===== config.mk =====
export PLATFORM = sky130hd
export DESIGN_NAME = instruction_fetch
export DESIGN_NICKNAME = d
export VERILOG_FILES = /design/src/rtl/instruction_fetch.sv
export SDC_FILE = /design/constraint.sdc
export NUM_CORES = 1
export LEC_CHECK = 0
export CAP_MARGIN = 10
export CORE_MARGIN = 2
export CORE_UTILIZATION = 35
export DETAILED_ROUTE_END_ITERATION = 12
export DONT_BUFFER_PORTS = 1
export PLACE_DENSITY = 0.58
export SLEW_MARGIN = 20
export SYNTH_ARGS = -nofsm -noshare
export SYNTH_HDL_FRONTEND = slang
export SYNTH_SLANG_ARGS = --single-unit

===== constraint.sdc =====
create_clock -name clock -period 1.35 [get_ports clock]
set_input_delay 0.405 -clock clock [delete_from_list [all_inputs] [get_ports clock]]
set_output_delay 0.405 -clock clock [all_outputs]
set_load 0.03 [all_outputs]

===== src/rtl/instruction_fetch.sv =====
// Instruction fetch stage: walks a program counter through a combinational ROM and
// latches each word into an instruction register, with stall, branch redirect and halt.
module instruction_fetch #(
  parameter int unsigned           ADDR_WIDTH  = 8,
  parameter int unsigned           INSTR_WIDTH = 9,
  parameter logic [ADDR_WIDTH-1:0] RESET_PC    = '0,
  parameter logic [3:0]            HALT_OPCODE = 4'b1111
) (
  input  logic                   clock,
  input  logic                   reset,
  output logic [ADDR_WIDTH-1:0]  address,
  input  logic [INSTR_WIDTH-1:0] instruction,
  input  logic                   stall,
  input  logic                   branch_valid,
  input  logic [ADDR_WIDTH-1:0]  branch_target,
  output logic [INSTR_WIDTH-1:0] ir,
  output logic [ADDR_WIDTH-1:0]  ir_pc,
  output logic                   ir_valid,
  output logic [3:0]             opcode,
  output logic                   halted
);

  typedef enum logic [1:0] {
    IDLE   = 2'd0,
    RUN    = 2'd1,
    HALTED = 2'd2
  } state_e;

  state_e                 state_q, state_d;
  logic [ADDR_WIDTH-1:0]  pc_q, pc_d;
  logic [INSTR_WIDTH-1:0] ir_q, ir_d;
  logic [ADDR_WIDTH-1:0]  irPc_q, irPc_d;
  logic                   irValid_q, irValid_d;
  logic                   isHalt;

  assign isHalt = (instruction[INSTR_WIDTH-1 -: 4] == HALT_OPCODE);

  // Branch beats stall beats halt detection beats a plain fetch; the PC never
  // advances past a halt word, so address keeps pointing at it while halted.
  always_comb begin
    state_d   = state_q;
    pc_d      = pc_q;
    ir_d      = ir_q;
    irPc_d    = irPc_q;
    irValid_d = irValid_q;
    unique case (state_q)
      IDLE: begin
        irValid_d = 1'b0;
        state_d   = RUN;
        if (branch_valid) pc_d = branch_target;
      end
      RUN: begin
        if (branch_valid) begin
          pc_d      = branch_target;
          irValid_d = 1'b0;
        end else if (!stall) begin
          ir_d      = instruction;
          irPc_d    = pc_q;
          irValid_d = 1'b1;
          if (isHalt) state_d = HALTED;
          else        pc_d    = pc_q + ADDR_WIDTH'(1);
        end
      end
      HALTED: begin
        irValid_d = 1'b0;
        if (branch_valid) begin
          pc_d    = branch_target;
          state_d = RUN;
        end
      end
      default: begin
        state_d   = IDLE;
        irValid_d = 1'b0;
      end
    endcase
  end

  always_ff @(posedge clock) begin
    if (reset) begin
      state_q   <= IDLE;
      pc_q      <= RESET_PC;
      ir_q      <= '0;
      irPc_q    <= '0;
      irValid_q <= 1'b0;
    end else begin
      state_q   <= state_d;
      pc_q      <= pc_d;
      ir_q      <= ir_d;
      irPc_q    <= irPc_d;
      irValid_q <= irValid_d;
    end
  end

  assign address  = pc_q;
  assign ir       = ir_q;
  assign ir_pc    = irPc_q;
  assign ir_valid = irValid_q;
  assign opcode   = ir_q[INSTR_WIDTH-1 -: 4];
  assign halted   = (state_q == HALTED);

endmodule


Word level (Yosys, flattened, before mapping)
Cells that the tools add are included.

Input port bits: 21. Output and inout bits: 31. Register bits: 28.

Reduce and logical (&&, ||, !) cells: 7. Eq/ne operators: 10. Mux-type cells: 10. Add/sub/neg operators: 1. Bitwise operators: 3.

Operator list (count): $mux 8 (4); $pmux 8 s2 (1); $add 8x1->8 const B (1); $mux 2 (4); $ne 2x2->1 const B (4); $reduce_and 4->1 (2); $ne 3x3->1 const B (2); $pmux 2 s3 (1); $eq 4x4->1 const B (1); $not 1->1 (3); $reduce_and 3->1 (1); $reduce_or 3->1 (1); $eq 2x1->1 const B (1); $eq 2x2->1 const B (1); $logic_not 2->1 (1); $ne 2x1->1 const B (1); $reduce_bool 2->1 (1); $reduce_or 2->1 (1).

Depth between registers and ports, before layout
Gate-level depths: netlist (run 1).

Depth after elaboration: 5. Gate-level depth with buffers: 6.

Worst setup path after synthesis (run 1)
No wires, ideal clock.

Kind: reg-to-reg. From: reg pc_q[0], in the netlist address[0]. To: reg pc_q[6], in the netlist address[6]. Data required time: 1.280 ns. Setup time: 0.070 ns. Cell stages (with the launch flop): 6. Slack: -0.395 ns. Data arrival time: 1.674 ns. Buffers on the path: 0. Cells stage by stage: dfxtp_1 ha_1 nand4_1 or4b_1 a21o_1 a21oi_1.

Longest elaborated chain between the ends: 5.

RTL lines: start: declaration (line 30) `logic [ADDR_WIDTH-1:0] pc_q, pc_d;`; start signal: assignment (line 87) `pc_q <= pc_d;`; $add 8x1->8 (line 61) `else pc_d = pc_q + ADDR_WIDTH'(1);`; $mux 8 (line 60) `if (isHalt) state_d = HALTED;`; $mux 8 (line 56) `end else if (!stall) begin`; $mux 8 (line 53) `if (branch_valid) begin`; $pmux 8 s2 (line 46) `unique case (state_q)`.

Every way passes these cells. The select of a mux whose other input is x is not followed. A chain may end at the register's enable or synchronous reset.

Worst setup path after layout (run 1)
From: reg pc_q[1], in the netlist address[1]. To: reg pc_q[6], in the netlist address[6].

Same word-level chain as after synthesis.

==> results_tabular.tex, run 1 <==
\begin{tabular}{lr}
\hline
Metric & Value \\
\hline
\multicolumn{2}{l}{\textbf{Clock network}} \\
\quad Clock sinks & 28 \\
\quad Clock latency on the worst-skew pair & approximately 0.29 ns \\
\quad Maximum count of clock buffers along a single path & 2 \\
\quad Clock tree from TritonCTS & built \\
\quad Clock root buffer & sky130\_fd\_sc\_hd\_\_clkbuf\_8 \\
\quad Number of clock buffers inserted by TritonCTS & 3 \\
\quad CTS H-Tree Depth & 1 \\
\quad Register clock-pin slew on the reported worst setup and hold paths & 0.10 ns \\
\quad Hold-fix buffers, CTS & 0 \\
\multicolumn{2}{l}{\textbf{Global routing}} \\
\quad Met2 track demand over resource in global routing & 0.297 \\
\quad Largest net degree at the start of global routing & 31 \\
\quad Met3 track demand over resource & 0.0531 \\
\quad Vias in the first global route & 1222 \\
\quad Global-route congestion overflow total & 0 \\
\quad Global routing usage summed across all routing layers & 0.167 \\
\quad Met1 global-route usage & 0.174 \\
\quad Antenna violations before repair & 0 \\
\quad First-pass GRT wire length & 5440 um \\
\quad Most crowded layer after global routing & met2 \\
\multicolumn{2}{l}{\textbf{Floorplan}} \\
\quad Chip width & between 60 and 70 um \\
\quad Die footprint & between 0.004 and 0.005 sq mm \\
\quad Chip height & roughly 65 um \\
\quad Placement row count & 22 \\
\quad I/O pin total & between 50 and 60 \\
\quad Initial Utilization & 0.362 \\
\quad Area inside the core boundary & roughly 0.0036 sq mm \\
\multicolumn{2}{l}{\textbf{STA}} \\
\quad Hold Vio Cnt, Final & 0 \\
\quad Worst clock skew & 0.00625 ns \\
\quad Relative slew margins & 0.761 \\
\quad Endpoints failing setup & 24 \\
\quad Top achievable clock speed & 0.667 GHz \\
\quad Slew at the pin closest to its max-slew limit & 0.349 ns \\
\quad RSZ-0062 raised after global routing & true \\
\quad Minimum clock period & 1.50 ns \\
\quad Slew Limit Fails & 0 \\
\quad Share of the cycle needed by the critical path after routing & 1.11 \\
\quad Worst path setup slack after routing & -0.150 ns \\
\quad Total negative setup slack & -0.870 ns \\
\multicolumn{2}{l}{\textbf{Synth}} \\
\quad Warnings from Yosys & 0 \\
\quad Gate Count Post-Synth & between 150 and 200 \\
\quad Number of nets in the synthesized netlist & between 150 and 200 \\
\quad Mean Syn Cell Area & 8.21 sq um \\
\quad Unique masters post-synth & 38 \\
\quad Seq cells post-synth & 28 \\
\quad Seq/Total Area, Yosys & 0.427 \\
\quad Synth Cell Area & about 0.0013 sq mm \\
\multicolumn{2}{l}{\textbf{Routing}} \\
\quad Count of vias placed by the detailed router & 1233 \\
\quad Number of nets with antenna violations after detailed routing & 0 \\
\quad Average wire per cell in the routed design & 15.2 um \\
\quad Number of iterations in the first detailed-routing pass & 6 \\
\quad DR iter-0 viols & 51 \\
\quad Vias/cell & 5.27 \\
\quad Routed WL & 3560 um \\
\quad Number of design rule violations left after detail routing & 0 \\
\multicolumn{2}{l}{\textbf{Placement}} \\
\quad Final HPWL from detailed placement & 2490 um \\
\quad Placer's final routability congestion estimate & 0.841 \\
\quad Placement-stage worst setup slack & -0.0868 ns \\
\quad Port Buffer Count & 0 \\
\multicolumn{2}{l}{\textbf{Cells and area}} \\
\quad Layout-stage area growth over the synthesis result & 35.0\% \\
\quad Fill cell count & 361 \\
\quad Fraction of layout instances using a drive strength above 1 & 0.387 \\
\quad Final Net Count & around 210 \\
\quad Count of antenna diodes in the layout & 0 \\
\multicolumn{2}{l}{\textbf{Setup path}} \\
\quad Highest net fanout along the worst path & 2 \\
\quad Critical path class & register to register \\
\quad Arr. time, crit path & $\sim$1.7 ns \\
\quad Category of the worst setup path launch point & register \\
\quad Startpoint of the worst setup timing path & address[1]\$\_SDFFE\_PP0P\_ \\
\quad Required time of the critical path & 1.58 ns \\
\quad Reg2reg start & address[1]\$\_SDFFE\_PP0P\_ \\
\quad Type of element capturing the critical path & register \\
\multicolumn{2}{l}{\textbf{Flow run}} \\
\quad Maximum Capacitance Violations & 0 \\
\multicolumn{2}{l}{\textbf{Status}} \\
\quad Violations in the final reports & setup timing \\
\quad Run status & finished with violations \\
\multicolumn{2}{l}{\textbf{Min path}} \\
\quad Class of the tightest hold or removal check & input port to register \\
\quad Start point of the worst hold path & reset \\
\multicolumn{2}{l}{\textbf{Pwr}} \\
\quad Static leakage & 0.653 nW \\
\quad Max IR drop VDD & 0.418 mV \\
\quad Power density over cell area & 1020 mW/mm\^{}2 \\
\hline
\end{tabular}
==> placed cells by master, fill, tap and decap left out, types with 2 or more instances in the layout <==
| master | count |
|---|---|
| sky130_fd_sc_hd__buf_4 | 25 |
| sky130_fd_sc_hd__nand2_2 | 4 |
| sky130_fd_sc_hd__dfxtp_2 | 4 |
| sky130_fd_sc_hd__nor2b_1 | 2 |
| sky130_fd_sc_hd__o21ai_0 | 4 |
| sky130_fd_sc_hd__nand2_1 | 36 |
| sky130_fd_sc_hd__dfxtp_4 | 4 |
| sky130_fd_sc_hd__inv_1 | 3 |
| sky130_fd_sc_hd__a21oi_1 | 17 |
| sky130_fd_sc_hd__or3_1 | 3 |
| sky130_fd_sc_hd__dfxtp_1 | 20 |
| sky130_fd_sc_hd__nand3_1 | 3 |
| sky130_fd_sc_hd__a21o_1 | 3 |
| sky130_fd_sc_hd__clkbuf_8 | 3 |
| sky130_fd_sc_hd__nand4_1 | 3 |
| sky130_fd_sc_hd__buf_6 | 8 |
| sky130_fd_sc_hd__a31oi_1 | 2 |
| sky130_fd_sc_hd__a21oi_2 | 5 |
| sky130_fd_sc_hd__o31ai_1 | 2 |
| sky130_fd_sc_hd__nor2_1 | 6 |
==> cells in the mapped netlist, drive strengths merged <==
cell type | instances | share of area
o21ai | 4 | 0.015
or4 | 1 | 0.0057
nor2b | 2 | 0.0095
o32a | 1 | 0.0076
or3 | 4 | 0.019
nand4 | 3 | 0.014
and3 | 1 | 0.0048
a221oi | 1 | 0.0067
a22oi | 1 | 0.0095
nand2b | 2 | 0.015
a21oi | 22 | 0.084
a2111oi | 1 | 0.0067
a21o | 3 | 0.017
nand3b | 1 | 0.0057
dfxtp | 28 | 0.43
a31oi | 3 | 0.014
nand3 | 3 | 0.011
mux2i | 1 | 0.0076
nor4 | 1 | 0.0048
nor3 | 1 | 0.012
nand2 | 40 | 0.11
o221a | 1 | 0.0086
clkbuf | 4 | 0.019
o21ba | 2 | 0.015
nor2 | 7 | 0.020
or4b | 1 | 0.0076
o31ai | 2 | 0.011
buf | 10 | 0.054
mux2 | 1 | 0.0086
inv | 4 | 0.011
o32ai | 1 | 0.0067
ha | 1 | 0.0095
nor3b | 2 | 0.015
==> sequential cells by signal (all words and copies together) (netlist names) <==
signal and cells:
address 8, ir 9, ir_pc 8, ir_valid 1, state_q 2
==> cells by family after synthesis <==
group / Yosys count / share of synthesized area
muxes: 2 / 0.0162
buffers and inverters: 18 / 0.0847
DFF: 28 / 0.427
adders and majority gates: 1 / 0.00952
AOI/OAI and AO/OA: 42 / 0.203
and+or+nand+nor: 69 / 0.260
==> critical path: stages, from the launching register on <==
cell                      delay [ns]
sky130_fd_sc_hd__dfxtp_4        0.37
sky130_fd_sc_hd__ha_4           0.13
sky130_fd_sc_hd__nand4_1        0.09
sky130_fd_sc_hd__or4b_1         0.55
sky130_fd_sc_hd__a21o_1         0.19
sky130_fd_sc_hd__a21oi_2        0.11
==> metrics by stage <==
stage	power (mW)	utilization	area [sq um]	std cells	hold slack, ns
after floorplan	1.11	-	1350	160	0.520
after global placement	1.18	0.422	1530	225	0.434
after detailed placement	1.18	0.422	1530	225	0.451
after CTS	1.81	0.462	1680	232	0.159
after global routing	1.89	0.488	1770	234	0.150
final	1.81	0.488	1770	234	0.163
==> metal layers <==
layer	wire length [um]	up-vias
li1	-	602
met1	1380	592
met2	1820	32
met3	278	7
met4	87	0
met5	0	-
==> cell type report <==
type	count	area (sq um)	share of cell area
Clock buffer	4	66.3	0.0374
Inverter	4	17.5	0.00988
Multi-Input combinational cell	114	731	0.412
Sequential cell	28	581	0.327
Tap cell	48	60.1	0.0339
Timing Repair Buffer	36	318	0.179
==> worst paths after layout <==
check	to	slack, ns	cells after the start
worst min-delay path	address[5]$_SDFFE_PP0P_	0.16	1
worst max register to register	address[6]$_SDFFE_PP0P_	-0.15	5
worst min register to register	ir[5]$_SDFFE_PP0P_	0.47	2
worst max-delay path	address[6]$_SDFFE_PP0P_	-0.15	5
==> power breakdown <==
part	leakage [nW]	switching [mW]	internal, mW
clock	0.0339	0.278	0.324
combinational	0.387	0.164	0.140
sequential	0.232	0.0489	0.858
==> what timing repair did <==
item | in CTS | in global routing
gates cloned | 1 | 0
setup buffers | 2 | 2
gates resized for setup | 13 | 21
endpoints found under the setup margin | 10 | 26
pin swaps | 3 | 4
hold endpoints to repair | 0 | 0
(Power assumes the default switching activity.)
==> inputs of run 2 (changes only) <==
CORE_UTILIZATION = 45   (was 35)
PLACE_DENSITY = 0.69   (was 0.58)
==> run 2 against run 1 <==
  * The flow still finishes with violations (setup timing)
  * Count of clock-buffer cells in the layout is 1 lower
  * Sequential power hardly changed
  * Sequential share of layout area is 2.2 points lower
  * Largest power group unchanged
==> results_tabular.tex, run 2 (synthesis results as in run 1) <==
\begin{tabular}{lr}
\hline
Metric & Value \\
\hline
\multicolumn{2}{l}{\textbf{Pwr}} \\
\quad Static leakage & 0.716 nW \\
\quad Seq pwr share & 0.565 \\
\quad Clock power frac & 0.216 \\
\quad Switching fraction of total power & 0.289 \\
\quad Switching power & 0.466 mW \\
\quad Portion of total power attributed to combinational logic & 0.219 \\
\quad Power, Total & 1.61 mW \\
\quad Power density over cell area & 849 mW/mm\^{}2 \\
\quad Max IR drop VDD & 0.554 mV \\
\quad Total internal power & approximately 1.1 mW \\
\multicolumn{2}{l}{\textbf{Clock network}} \\
\quad Hold-fix buffers, CTS & 0 \\
\quad Clock root buffer & sky130\_fd\_sc\_hd\_\_clkbuf\_4 \\
\quad Clock tree from TritonCTS & built \\
\quad Register clock-pin slew on the reported worst setup and hold paths & about 0.16 ns \\
\quad Clock latency on the worst-skew pair & 0.33 ns \\
\quad Maximum count of clock buffers along a single path & 2 \\
\quad CTS H-Tree Depth & 1 \\
\quad Number of clock buffers inserted by TritonCTS & 3 \\
\quad Clock sinks & 28 \\
\multicolumn{2}{l}{\textbf{Global routing}} \\
\quad First-pass GRT wire length & 5820 um \\
\quad Largest net degree at the start of global routing & 31 \\
\quad Antenna violations before repair & 0 \\
\quad Global routing usage summed across all routing layers & 0.218 \\
\quad Vias in the first global route & approximately 1.3k \\
\quad Global-route congestion overflow total & 0 \\
\multicolumn{2}{l}{\textbf{Setup path}} \\
\quad Arr. time, crit path & $\sim$1.8 ns \\
\quad Category of the worst setup path launch point & register \\
\quad Highest net fanout along the worst path & 2 \\
\quad Worst Reg-to-Reg Cells & 5 \\
\quad Worst R2R Setup Slack & -0.17 ns \\
\quad Critical path class & register to register \\
\quad Endpoint of the most critical register-to-register path & address[6]\$\_SDFFE\_PP0P\_ \\
\quad Type of element capturing the critical path & register \\
\quad Reg2reg start & address[1]\$\_SDFFE\_PP0P\_ \\
\quad Required time of the critical path & 1.62 ns \\
\multicolumn{2}{l}{\textbf{Min path}} \\
\quad Worst Hold Endpoint & address[3]\$\_SDFFE\_PP0P\_ \\
\quad Start point of the worst hold path & reset \\
\quad Class of the tightest hold or removal check & input port to register \\
\quad Number of stages on the worst hold path & 1 \\
\multicolumn{2}{l}{\textbf{Routing}} \\
\quad DR iter-0 viols & 43 \\
\quad Number of iterations in the first detailed-routing pass & 4 \\
\quad Average wire per cell in the routed design & 16.4 um \\
\quad Count of vias placed by the detailed router & 1329 \\
\quad Number of design rule violations left after detail routing & 0 \\
\quad Vias/cell & between 5 and 6 \\
\quad Routed WL & between 3000 and 4000 um \\
\quad Number of nets with antenna violations after detailed routing & 0 \\
\multicolumn{2}{l}{\textbf{Placement}} \\
\quad Final HPWL from detailed placement & roughly 2400 um \\
\quad Post-place instance area & 0.00153 sq mm \\
\quad Port Buffer Count & 0 \\
\quad Placer's final routability congestion estimate & approximately 0.9 \\
\quad Placement-stage worst setup slack & -0.123 ns \\
\multicolumn{2}{l}{\textbf{Cells and area}} \\
\quad Most frequent standard cell in the layout excluding fill and tap cells & sky130\_fd\_sc\_hd\_\_buf\_4 \\
\quad Count of antenna diodes in the layout & 0 \\
\quad Number of flip-flops in the largest register & 9 \\
\quad Most frequent cells in the layout & sky130\_fd\_sc\_hd\_\_buf\_4, sky130\_fd\_sc\_hd\_\_nand2\_1, sky130\_fd\_sc\_hd\_\_dfxtp\_1 \\
\quad Layout-stage area growth over the synthesis result & 44.2\% \\
\quad Post-Layout Inst Area & between 0.0015 and 0.002 sq mm \\
\quad Fraction of layout instances using a drive strength above 1 & 0.482 \\
\quad Final Net Count & 220 \\
\multicolumn{2}{l}{\textbf{Floorplan}} \\
\quad Placement row count & 19 \\
\quad Initial Utilization & 0.476 \\
\quad Area inside the core boundary & 0.00276 sq mm \\
\quad I/O pin total & 52 \\
\quad Chip width & 58.0 um \\
\quad Die footprint & $\sim$0.0034 sq mm \\
\quad Chip height & 58.0 um \\
\multicolumn{2}{l}{\textbf{STA}} \\
\quad Total negative setup slack & -1.61 ns \\
\quad Slew at the pin closest to its max-slew limit & 0.328 ns \\
\quad Endpoints failing setup & 25 \\
\quad Hold Vio Cnt, Final & 0 \\
\quad Worst clock skew & 0.0159 ns \\
\quad Slew Limit Fails & 0 \\
\quad Share of the cycle needed by the critical path after routing & 1.13 \\
\quad Top achievable clock speed & 0.657 GHz \\
\quad Relative slew margins & 0.776 \\
\quad Minimum clock period & around 1.5 ns \\
\quad RSZ-0062 raised after global routing & true \\
\quad Worst path setup slack after routing & -0.172 ns \\
\multicolumn{2}{l}{\textbf{Flow run}} \\
\quad Maximum Capacitance Violations & 0 \\
\multicolumn{2}{l}{\textbf{Status}} \\
\quad Violations in the final reports & setup timing \\
\quad Run status & finished with violations \\
\hline
\end{tabular}
-- run 2: cell count changes in the layout (fill, tap and decap cells not counted), sizes merged --
cell    delta
buf        +9
clkbuf     +1
clkinv     +1
-- run 2: worst max-delay path by stage --
stage,start,end,cells past startpoint
6_report,address[1]$_SDFFE_PP0P_,address[6]$_SDFFE_PP0P_,5
5_1_grt,address[1]$_SDFFE_PP0P_,address[6]$_SDFFE_PP0P_,5
4_1_cts,state_q[1]$_SDFFE_PP0P_,halted,4
3_5_place_dp,branch_valid,address[3]$_SDFFE_PP0P_,5
3_3_place_gp,branch_valid,address[6]$_SDFFE_PP0P_,4
2_1_floorplan,address[1]$_SDFFE_PP0P_,address[6]$_SDFFE_PP0P_,5
-- run 2: critical path, stage by stage, from the launching register on --
cell and delay, ns:
sky130_fd_sc_hd__dfxtp_4 0.40, sky130_fd_sc_hd__ha_4 0.13, sky130_fd_sc_hd__nand4_1 0.11, sky130_fd_sc_hd__or4b_1 0.52, sky130_fd_sc_hd__a21o_1 0.19, sky130_fd_sc_hd__a21oi_2 0.13
-- run 2: power by group through the flow --
stage | sequential [mW] | clock, mW | combinational, mW
after floorplan | 0.975 | 0 | 0.138
after CTS | 0.906 | 0.361 | 0.312
final | 0.908 | 0.348 | 0.353
after global placement | 0.924 | 0 | 0.256
after global routing | 0.913 | 0.386 | 0.376
after detailed placement | 0.926 | 0 | 0.263
-- run 2: final cells by class --
class,count,area (sq um)
inverter,4,17.5
sequential,28,578
fill,222,863
clock buffer,3,22.5
multi-input combinational,114,767
tap,31,38.8
timing repair buffer,47,467
clock inverter,1,3.75
-- run 2: repair_timing --
item                       CTS  global route
buffers inserted            16             1
pin swaps                    7             6
gates resized for setup     16            32
setup endpoints to repair   27            33
cloned                       0             2
-- run 2: per-stage QoR --
stage	util	hold slack (ns)	std cells
finish	0.687	0.106	228
detailed placement	0.554	0.445	205
floorplan	-	0.520	160
global route	0.687	0.0849	228
CTS	0.626	0.101	225
global placement	0.554	0.436	205
-- run 2: routing by layer --
| metal | global-route usage | part of all wire | up-vias |
|---|---|---|---|
| li1 | - | - | 625 |
| met5 | 0 | 0 | - |
| met4 | 0.0532 | 0.010 | 0 |
| met2 | 0.393 | 0.54 | 61 |
| met1 | 0.259 | 0.38 | 635 |
| met3 | 0.0513 | 0.069 | 8 |
==> inputs of run 3 (changes only) <==
CORE_MARGIN = 3   (was 2)
PLACE_DENSITY = 0.67   (was 0.69)
clock period = 1.71 ns   (was 1.35 ns; I/O delays follow)
==> run 3 against run 2 <==
  * The flow now finishes without violations
  * Cell count fell by 14%
  * Critical path depth down 2
  * Sequential power is 20% lower
  * Non-clock buffer count down 30
  * Die area up 7.0%
  * Setup slack gained 0.28 ns
  * Worst hold slack improved by 0.12 ns
  * Design area down 25%
  * Global-route usage shrank 4.4 points
  * Count of clock-buffer cells in the layout increased by 1
  * Wire length shrank 20%
  * Clock skew down 0.0074 ns
  * Critical path type is now register to output port
==> results_tabular.tex, run 3 (synthesis results as in run 1) <==
\begin{tabular}{lr}
\hline
Metric & Value \\
\hline
\multicolumn{2}{l}{\textbf{STA}} \\
\quad Top achievable clock speed & 0.626 GHz \\
\quad Worst clock skew & 0.00842 ns \\
\quad Endpoints failing setup & 0 \\
\quad Hold Vio Cnt, Final & 0 \\
\quad Share of the cycle needed by the critical path after routing & 0.934 \\
\quad Relative slew margins & 0.594 \\
\quad Minimum clock period & between 1.5 and 2 ns \\
\quad Slew at the pin closest to its max-slew limit & 0.607 ns \\
\quad Total negative setup slack & 0 ns \\
\quad Slew Limit Fails & 0 \\
\quad Worst path setup slack after routing & 0.113 ns \\
\quad RSZ-0062 raised after global routing & false \\
\multicolumn{2}{l}{\textbf{Routing}} \\
\quad Number of iterations in the first detailed-routing pass & 4 \\
\quad Number of nets with antenna violations after detailed routing & 0 \\
\quad Count of vias placed by the detailed router & roughly 1.1k \\
\quad Vias/cell & 5.70 \\
\quad Average wire per cell in the routed design & 15.2 um \\
\quad Number of design rule violations left after detail routing & 0 \\
\quad DR iter-0 viols & 49 \\
\quad Routed WL & 3000 um \\
\multicolumn{2}{l}{\textbf{Global routing}} \\
\quad Antenna violations before repair & 0 \\
\quad Global routing usage summed across all routing layers & 0.173 \\
\quad Vias in the first global route & 1022 \\
\quad First-pass GRT wire length & 4800 um \\
\quad Largest net degree at the start of global routing & 31 \\
\quad Global-route congestion overflow total & 0 \\
\multicolumn{2}{l}{\textbf{Clock network}} \\
\quad Number of clock buffers inserted by TritonCTS & 3 \\
\quad Count of instances resized after the clock tree is built & 1 \\
\quad CTS H-Tree Depth & 1 \\
\quad Clock tree from TritonCTS & built \\
\quad Total setup buffers inserted after CTS & 0 \\
\quad Clock sinks & 28 \\
\quad Register clock-pin slew on the reported worst setup and hold paths & approximately 0.15 ns \\
\quad Hold-fix buffers, CTS & 0 \\
\quad Clock latency on the worst-skew pair & 0.33 ns \\
\quad Maximum count of clock buffers along a single path & 2 \\
\quad Clock root buffer & sky130\_fd\_sc\_hd\_\_clkbuf\_4 \\
\multicolumn{2}{l}{\textbf{Setup path}} \\
\quad Arr. time, crit path & 1.08 ns \\
\quad Highest net fanout along the worst path & 8 \\
\quad Critical path class & register to output port \\
\quad Required time of the critical path & 1.20 ns \\
\quad Category of the worst setup path launch point & register \\
\quad Type of element capturing the critical path & output port \\
\multicolumn{2}{l}{\textbf{Placement}} \\
\quad Port Buffer Count & 0 \\
\quad Placer's final routability congestion estimate & 0.765 \\
\quad Placement-stage worst setup slack & 0.110 ns \\
\quad Final HPWL from detailed placement & 2250 um \\
\multicolumn{2}{l}{\textbf{Cells and area}} \\
\quad Count of antenna diodes in the layout & 0 \\
\quad Most frequent standard cell in the layout excluding fill and tap cells & sky130\_fd\_sc\_hd\_\_nand2\_1 \\
\quad Layout-stage area growth over the synthesis result & 8.48\% \\
\quad Fill cell count & 261 \\
\quad Fraction of layout instances using a drive strength above 1 & 0.192 \\
\quad Number of flip-flops in the largest register & 9 \\
\quad Final Util & 0.545 \\
\quad Final Net Count & between 150 and 200 \\
\quad Most frequent cells in the layout & sky130\_fd\_sc\_hd\_\_nand2\_1, sky130\_fd\_sc\_hd\_\_dfxtp\_1, sky130\_fd\_sc\_hd\_\_a21oi\_1 \\
\multicolumn{2}{l}{\textbf{Pwr}} \\
\quad Portion of total power attributed to combinational logic & 0.136 \\
\quad Power density over cell area & roughly 850 mW/mm\^{}2 \\
\quad Total internal power & about 0.9 mW \\
\quad Max IR drop VDD & between 0.7 and 0.8 mV \\
\quad Switching power & between 0.3 and 0.4 mW \\
\quad Static leakage & just over 0.5 nW \\
\quad Switching fraction of total power & 0.279 \\
\quad Seq pwr share & 0.597 \\
\quad Clock power frac & 0.267 \\
\multicolumn{2}{l}{\textbf{Floorplan}} \\
\quad Chip height & 60.0 um \\
\quad Die footprint & between 0.003 and 0.004 sq mm \\
\quad I/O pin total & 52 \\
\quad Chip width & about 60 um \\
\quad Area inside the core boundary & 0.00261 sq mm \\
\quad Initial Utilization & 0.503 \\
\quad Placement row count & 18 \\
\multicolumn{2}{l}{\textbf{Status}} \\
\quad Run status & finished clean \\
\multicolumn{2}{l}{\textbf{Flow run}} \\
\quad Maximum Capacitance Violations & 0 \\
\multicolumn{2}{l}{\textbf{Min path}} \\
\quad Class of the tightest hold or removal check & input port to register \\
\hline
\end{tabular}
[run 3: layout make-up]
type / count / area (sq um) / area share
tap: 30 / 37.5 / 0.0263
timing repair buffer: 17 / 128 / 0.0896
sequential: 28 / 567 / 0.398
inverter: 4 / 15.0 / 0.0105
clock buffer: 4 / 36.3 / 0.0255
multi-input combinational: 114 / 642 / 0.450
[run 3: metrics by stage]
stage	power (mW)	cell area, sq um	hold WS [ns]	std cells
global route	1.27	1430	0.204	197
detailed placement	0.908	1390	0.452	193
floorplan	0.873	1320	0.551	160
finish	1.21	1430	0.222	197
global placement	0.903	1390	0.440	193
CTS	1.23	1420	0.214	197
[run 3: critical path, stage by stage (launching register included)]
cell and delay [ns]:
sky130_fd_sc_hd__dfxtp_4 0.43, sky130_fd_sc_hd__inv_1 0.08, sky130_fd_sc_hd__nor2_1 0.09, sky130_fd_sc_hd__buf_4 0.16
[run 3: final timing paths]
path              depth (start not counted)                     from                      end  slack (ns)
hold reg to reg                           2       ir[8]$_SDFFE_PP0P_       ir[8]$_SDFFE_PP0P_        0.47
setup / recovery                          3  state_q[1]$_SDFFE_PP0P_                   halted        0.11
setup reg to reg                          5  address[0]$_SDFFE_PP0P_  address[6]$_SDFFE_PP0P_        0.18
hold / removal                            1                    reset  address[1]$_SDFFE_PP0P_        0.22
[run 3: power by group through the flow]
stage,logic [mW],clock network [mW],registers [mW]
after global routing,0.183,0.360,0.730
after global placement,0.162,0,0.741
after detailed placement,0.166,0,0.742
after CTS,0.166,0.332,0.728
after floorplan,0.104,0,0.768
final,0.165,0.324,0.726
[run 3: metal layers]
metal	vias to the layer above	GRT usage	share of wire
met3	2	0.0518	0.074
met1	528	0.221	0.41
met4	0	0.0285	0.0050
met2	27	0.292	0.51
li1	566	-	-
met5	-	0	0
